--- src/rtl/hdc_msg_scheduler.sv ---
// Sequencer for the HDC SMS classifier: streams one latched message into the
// encoder, then trains a class or scores HAM/SPAM and emits a verdict.
module hdc_msg_scheduler #(
    parameter int MESSAGE_LENGTH = 160,
    parameter int CHAR_LENGTH    = 8,
    parameter int SCORE_WIDTH    = 16
) (
    input  logic                                clk,
    input  logic                                reset,
    input  logic                                start,
    input  logic                                train,
    input  logic [CHAR_LENGTH*MESSAGE_LENGTH-1:0] msg,
    input  logic [7:0]                          length,
    input  logic [1:0]                          label,
    output logic                                busy,
    output logic                                char_valid,
    output logic [CHAR_LENGTH-1:0]              char_data,
    output logic                                char_last,
    input  logic                                char_ready,
    input  logic                                enc_done,
    output logic                                train_en,
    output logic [1:0]                          train_class,
    output logic                                cmp_req,
    output logic                                cmp_class,
    input  logic                                cmp_ack,
    input  logic [SCORE_WIDTH-1:0]              cmp_score,
    output logic [1:0]                          result,
    output logic                                result_valid
);

    localparam int         MSG_W   = CHAR_LENGTH * MESSAGE_LENGTH;
    localparam logic [7:0] MAX_LEN = 8'(MESSAGE_LENGTH);

    typedef enum logic [2:0] {
        IDLE,
        SEND,
        WAIT_ENC,
        TRAIN,
        CMP0,
        CMP1,
        DONE
    } state_t;

    state_t                 state_q;
    state_t                 state_d;
    logic [MSG_W-1:0]       msg_q;
    logic [7:0]             leff_q;
    logic [7:0]             idx_q;
    logic [1:0]             label_q;
    logic                   train_q;
    logic [SCORE_WIDTH-1:0] score0_q;
    logic [1:0]             result_q;
    logic [7:0]             leff_in;
    logic                   at_last;

    assign leff_in = (length > MAX_LEN) ? MAX_LEN : length;
    assign at_last = (idx_q == leff_q - 8'd1);

    function automatic logic [1:0] decide(
        input logic [SCORE_WIDTH-1:0] s0,
        input logic [SCORE_WIDTH-1:0] s1
    );
        if (s0 > s1)
            return 2'b00;
        else if (s1 > s0)
            return 2'b01;
        else
            return 2'b11;
    endfunction

    always_ff @(posedge clk or posedge reset) begin
        if (reset)
            state_q <= IDLE;
        else
            state_q <= state_d;
    end

    always_comb begin
        state_d = state_q;
        unique case (state_q)
            IDLE: begin
                if (start)
                    state_d = (leff_in == 8'd0) ? DONE : SEND;
            end
            SEND: begin
                if (char_ready && at_last)
                    state_d = WAIT_ENC;
            end
            WAIT_ENC: begin
                if (enc_done)
                    state_d = train_q ? TRAIN : CMP0;
            end
            TRAIN: state_d = DONE;
            CMP0: begin
                if (cmp_ack)
                    state_d = CMP1;
            end
            CMP1: begin
                if (cmp_ack)
                    state_d = DONE;
            end
            DONE:    state_d = IDLE;
            default: state_d = IDLE;
        endcase
    end

    // The message is kept as a shift register so the current char is always on top.
    always_ff @(posedge clk or posedge reset) begin
        if (reset) begin
            msg_q    <= '0;
            leff_q   <= 8'd0;
            idx_q    <= 8'd0;
            label_q  <= 2'b00;
            train_q  <= 1'b0;
            score0_q <= '0;
            result_q <= 2'b11;
        end else begin
            case (state_q)
                IDLE: begin
                    if (start) begin
                        msg_q    <= msg;
                        leff_q   <= leff_in;
                        idx_q    <= 8'd0;
                        label_q  <= label;
                        train_q  <= train;
                        score0_q <= '0;
                        if (leff_in == 8'd0 && !train)
                            result_q <= 2'b11;
                    end
                end
                SEND: begin
                    if (char_ready) begin
                        idx_q <= idx_q + 8'd1;
                        msg_q <= msg_q << CHAR_LENGTH;
                    end
                end
                CMP0: begin
                    if (cmp_ack)
                        score0_q <= cmp_score;
                end
                CMP1: begin
                    if (cmp_ack)
                        result_q <= decide(score0_q, cmp_score);
                end
                default: ;
            endcase
        end
    end

    assign busy         = (state_q != IDLE);
    assign char_valid   = (state_q == SEND);
    assign char_data    = char_valid ? msg_q[MSG_W-1 -: CHAR_LENGTH] : '0;
    assign char_last    = char_valid && at_last;
    assign train_en     = (state_q == TRAIN);
    assign train_class  = train_en ? label_q : 2'b00;
    assign cmp_req      = (state_q == CMP0) || (state_q == CMP1);
    assign cmp_class    = (state_q == CMP1);
    assign result       = result_q;
    assign result_valid = (state_q == DONE) && !train_q;

endmodule

--- config.mk ---
export PLATFORM = sky130hd
export DESIGN_NAME = hdc_msg_scheduler
export DESIGN_NICKNAME = d
export VERILOG_FILES = /design/src/rtl/hdc_msg_scheduler.sv
export SDC_FILE = /design/constraint.sdc
export NUM_CORES = 2
export LEC_CHECK = 0
export CORE_AREA = 4 4 517 519
export DETAILED_ROUTE_END_ITERATION = 8
export DIE_AREA = 0 0 521 523
export DONT_BUFFER_PORTS = 1
export GPL_TIMING_DRIVEN = 0
export PLACE_DENSITY = 0.44
export SYNTH_ARGS = -nofsm -noshare
export SYNTH_HDL_FRONTEND = slang
export SYNTH_SLANG_ARGS = --single-unit
--- constraint.sdc ---
create_clock -name clk -period 53.6 [get_ports clk]
set_input_delay 5.36 -clock clk [delete_from_list [all_inputs] [get_ports clk]]
set_output_delay 5.36 -clock clk [all_outputs]
set_load 0.03 [all_outputs]
# After elaboration in Yosys (flattened, before gate mapping)
# Cells that the tools add are included.
[totals]
register_bits = 1320
output_inout_bits = 19
[classes]
add_sub_neg = 2
n_reduce_logical = 18
n_eq_ne = 14
n_mux = 26
order_cmp = 3
[ops]
columns = ["cell", "n"]
rows = [
  ["$mux 1280", 2],
  ["$pmux 1280 s2", 1],
  ["$gt 16x16->1", 2],
  ["$mux 16", 2],
  ["$mux 8", 4],
  ["$pmux 16 s2", 1],
  ["$mux 3", 7],
  ["$pmux 3 s6", 1],
  ["$pmux 8 s2", 1],
  ["$mux 2", 6],
  ["$eq 3x3->1 const B", 3],
  ["$add 8x1->8 const B", 1],
  ["$eq 8x8->1", 1],
  ["$gt 8x8->1 const B", 1],
  ["$logic_not 8->1", 1],
  ["$ne 2x2->1 const B", 4],
  ["$sub 8x1->8 const B", 1],
  ["$eq 3x2->1 const B", 2],
  ["$ne 2x1->1 const B", 3],
  ["$reduce_and 3->1", 2],
  ["$reduce_bool 2->1", 3],
  ["$reduce_and 5->1", 1],
  ["$logic_and 1x1->1", 4],
  ["$pmux 2 s2", 1],
  ["other kinds (7)", 8],
]

# Longest topological paths before layout
[logic_depth]
depth_word = 7
mapped_depth = 10
depth_no_buf = 7

# Least setup slack after synthesis
# Ideal clock, no wire load.
[synth_path]
path_type = "reg2out"
from = "register leff_q[0]"
to = "output port char_last"
arrival_time_ns = 2.179
path_stages_with_launch = 6
setup_slack_ns = 46.061
path_cell_list = "dfrtp_1 > or4_4 > or3_4 > a2111oi_4 > nand4_1 > nor2_1"
[synth_via]
elab_chain_len = 3
[synth_rtl]
columns = ["item", "line_no", "rtl"]
rows = [
  ["start, declared", "47", "logic [7:0] leff_q;"],
  ["start signal, assigned", "122", "leff_q <= leff_in;"],
  ["$sub 8x1->8", "57", "assign at_last = (idx_q == leff_q - 8'd1);"],
  ["$eq 8x8->1", "57", ""],
  ["$logic_and 1x1->1", "153", "assign char_last = char_valid && at_last;"],
  ["end, declared", "18", "output logic char_last,"],
]
# Every way passes these cells.

# Worst setup path in the final report
[layout_path]
from = "register state_q[0]"
to = "output port char_last"
[layout_via]
elab_chain_len = 2
[layout_rtl]
columns = ["item", "line_no", "rtl"]
rows = [
  ["start, declared", "44", "state_t state_q;"],
  ["start signal, assigned", "75", "state_q <= state_d;"],
  ["$eq 3x1->1", "151", "assign char_valid = (state_q == SEND);"],
  ["$logic_and 1x1->1", "153", ""],
]
# Every way passes these cells.

==> flow_summary.yaml <==
detailed_routing:
  wl_um: 278900
  routed_via_density: 4.838
  dr.pass1.iters: 8
  drt-met1-wl_um: 112200
  drt_first_iter_violations: 4757
  ant_nets: 0
  wl_per_cell_um: 25.05
  dr.max_layer_used: "met5"
  dr_wl_met3_um: 24380
  drcViolationCount: 0
  vias: 53870
  route.met2.wl_um: 129800
setup_path:
  crit_path_max_fanout: 10
  required_ps: 48240
  worstSetupPathType: "reg2out"
  ff2ff_path_depth: 10
  cp_data_arrival_time_ps: 3690
  rr_endpoint: "msg_q[1274]$_DFFE_PP0P_"
  crit_path_end_kind: "primary output"
  cp-start-kind: "flip-flop"
  rr_startpoint: "state_q[0]$_DFFE_PP0P_"
  critPathLaunch: "state_q[0]$_DFFE_PP0P_"
  reg2reg_slack_ps: 49480
clock_network:
  cts_made_buffers: 160
  cts-root-buf: "clkbuf_16"
  htree_levels: 4
  cts.clk_slew.worst_paths_ps: 60
  post_cts_buffers: 0
  cts_hold_buffers: 0
  cts_tree: "built"
  clk_path_buf_depth: 3
  worstSkewPairLatency_ps: 800
  cts_resized: 0
  clock-sinks: 1320
finish:
  nFillCells: 28970
  drive_gt1_frac: 0.05346
  syn_to_final_growth_pct: 17.57
  fin_nets: 8750
yosys:
  async_flop_share: 1.000
  ys_seq_area_frac: 0.5577
  yosysMostFrequentCell: "nand2_1"
  mappedNetlistArea_mm2: 0.05923
  synthCells: 7244
  yosys_warnings: 0
  synth_fp_nets: 8575
  synth_edf_count: 0
  synthFlopType: "dfrtp_1"
  synth_area_leader_cell: "dfrtp_1"
  avgSynthCellArea_um2: 8.177
  ys_types: 44
  ys_seq_elements: 1320
  synth_top_area_frac: 0.5568
  netlist_top_cells_area: "dfrtp_1, nand2_1, a31oi_1, nor2_1, clkbuf_1"
  synthTopCellsByCount: "nand2_1, dfrtp_1, nor2_1, a31oi_1, clkbuf_1"
sta:
  setup_viol: 0
  maxClockFrequency_ghz: 0.1105
  hold_violations: 0
  rsz0062_at_grt: "no"
  clock_skew_ps: 57.76
  relSlewSlack: 0.1766
  finalSetupTns_ps: 0
  period_minus_slack_ps: 9046
  fin_crit_sh: 0.1688
  worstMarginPinSlew_ps: 1235
  drv_slew: 0
min_path:
  min_path_type: "reg2reg"
  worstHoldStart: "label_q[1]$_DFFE_PP0P_"
  holdPathStages: 2
  min_to: "label_q[1]$_DFFE_PP0P_"
placed_design:
  hpwlAfterDp_um: 222800
  place.port_buffers: 0
  gp_congestion: 0.9220
die:
  io_pins: 1332
  num_rows: 188
  die-width_um: 521
  die_area_mm2: 0.2725
  start_util: 0.2260
  dieHeight_um: 523
  core_region_area_mm2: 0.2620
global_routing:
  grt_antenna_before_repair: 194
  grt-ovfl-total: 0
  grt.total_usage: 0.1962
  grt_pass1_wl_um: 392600
  grt_max_degree: 122
  grt_pass1_vias: 53460
power:
  p_total_w: 0.005074
  cellPowerDensity_mw_per_mm2: 72.87
  vdd_drop_max_mv: 0.03015
  total_leakage_power_nw: 29.03
outcome:
  status: "completed"
job:
  maxCapViolCount: 0
[worst max path at each step]
stage,endpoint
after floorplan,idx_q[0]$_DFFE_PP0P_
after global placement,msg_q[200]$_DFFE_PP0P_
after detailed placement,msg_q[1271]$_DFFE_PP0P_
after CTS,char_last
after global routing,char_last
final,char_last
[metal layers]
metal	track usage	vias up
met3	0.06985	603
met4	0.08651	132
met5	0	-
met1	0.2375	26490
met2	0.3141	1991
li1	-	24650
[cell families (layout without fill, tap and decap cells)]
| group | Yosys count | after routing | synth area share |
|---|---|---|---|
| flops | 1320 | 1320 | 0.5577 |
| compound gates | 1340 | 1340 | 0.1423 |
| mux | 5 | 5 | 0.0008872 |
| buf+inv | 604 | 899 | 0.04111 |
| simple gates | 3942 | 3942 | 0.2520 |
| fa+ha+maj | 18 | 18 | 0.003802 |
| other cells | 0 | 80 | 0 |
| xor+xnor | 15 | 15 | 0.002218 |
[worst max-delay path, cell delays in order, from the launching register on]
cell and delay, ps:
dfrtp_1 350, buf_2 180, nand2b_1 120, nand2b_1 100
buf_2 310, buf_2 750, clkbuf_1 620, nor2_1 430
[flip-flops by register name, summed over array words and instances, names as in the netlist]
signal	cells
state_q	3
score0_q	16
label_q	2
leff_q	8
train_q	1
msg_q	1280
result	2
idx_q	8
[stage by stage]
step / setup WS, ps / cell area (µm²) / utilization / instances / hold slack, ps
2_1_floorplan: 11030 / 59230 / - / 7244 / 437.4
6_report: 44550 / 69640 / 0.2658 / 11130 / 476.5
4_1_cts: 44260 / 69440 / 0.2650 / 11050 / 482.1
3_3_place_gp: -7044 / 63630 / 0.2428 / 10760 / 465.4
5_1_grt: 44300 / 69560 / 0.2655 / 11100 / 494.0
3_5_place_dp: 44880 / 64000 / 0.2442 / 10770 / 466.4
[cell usage in the layout, fill, tap and decap left out, drive strengths merged, types with 2 or more instances in the layout]
master	n
nand2	2602
dfrtp	1318
nor2	1286
a31oi	1276
clkbuf	651
buf	176
diode	80
inv	33
clkinv	26
o21ai	25
ha	18
a22o	16
and2	12
xnor2	11
a21oi	10
nand3	9
bufinv	8
nor3	7
clkinvlp	5
xor2	4
nand4	4
nor2b	4
or3	4
nand2b	3
and3	3
nor4	3
mux2i	3
a2111oi	3
mux2	2
a41o	2
o211ai	2
a21o	2
dfstp	2
or4	2
[power breakdown]
part,leakage (nW),switching (W),internal [W]
combinational,11.6,0.00145,0.000673
sequential,14.8,0.000310,0.00151
clock,2.64,0.000480,0.000651
[final cells by class]
class | instances | area (µm²) | area share
Clock buffer | 236 | 4679 | 0.06719
Timing Repair Buffer | 13 | 350.3 | 0.005031
Sequential cell | 1320 | 33030 | 0.4744
Buffer | 578 | 2338 | 0.03358
Inverter | 26 | 105.1 | 0.001509
Tap cell | 3515 | 4398 | 0.06315
Antenna cell | 80 | 200.2 | 0.002875
Clock inverter | 46 | 764.5 | 0.01098
Multi-Input combinational cell | 5320 | 23770 | 0.3413
Note: power is estimated with default switching activity, not from simulation.
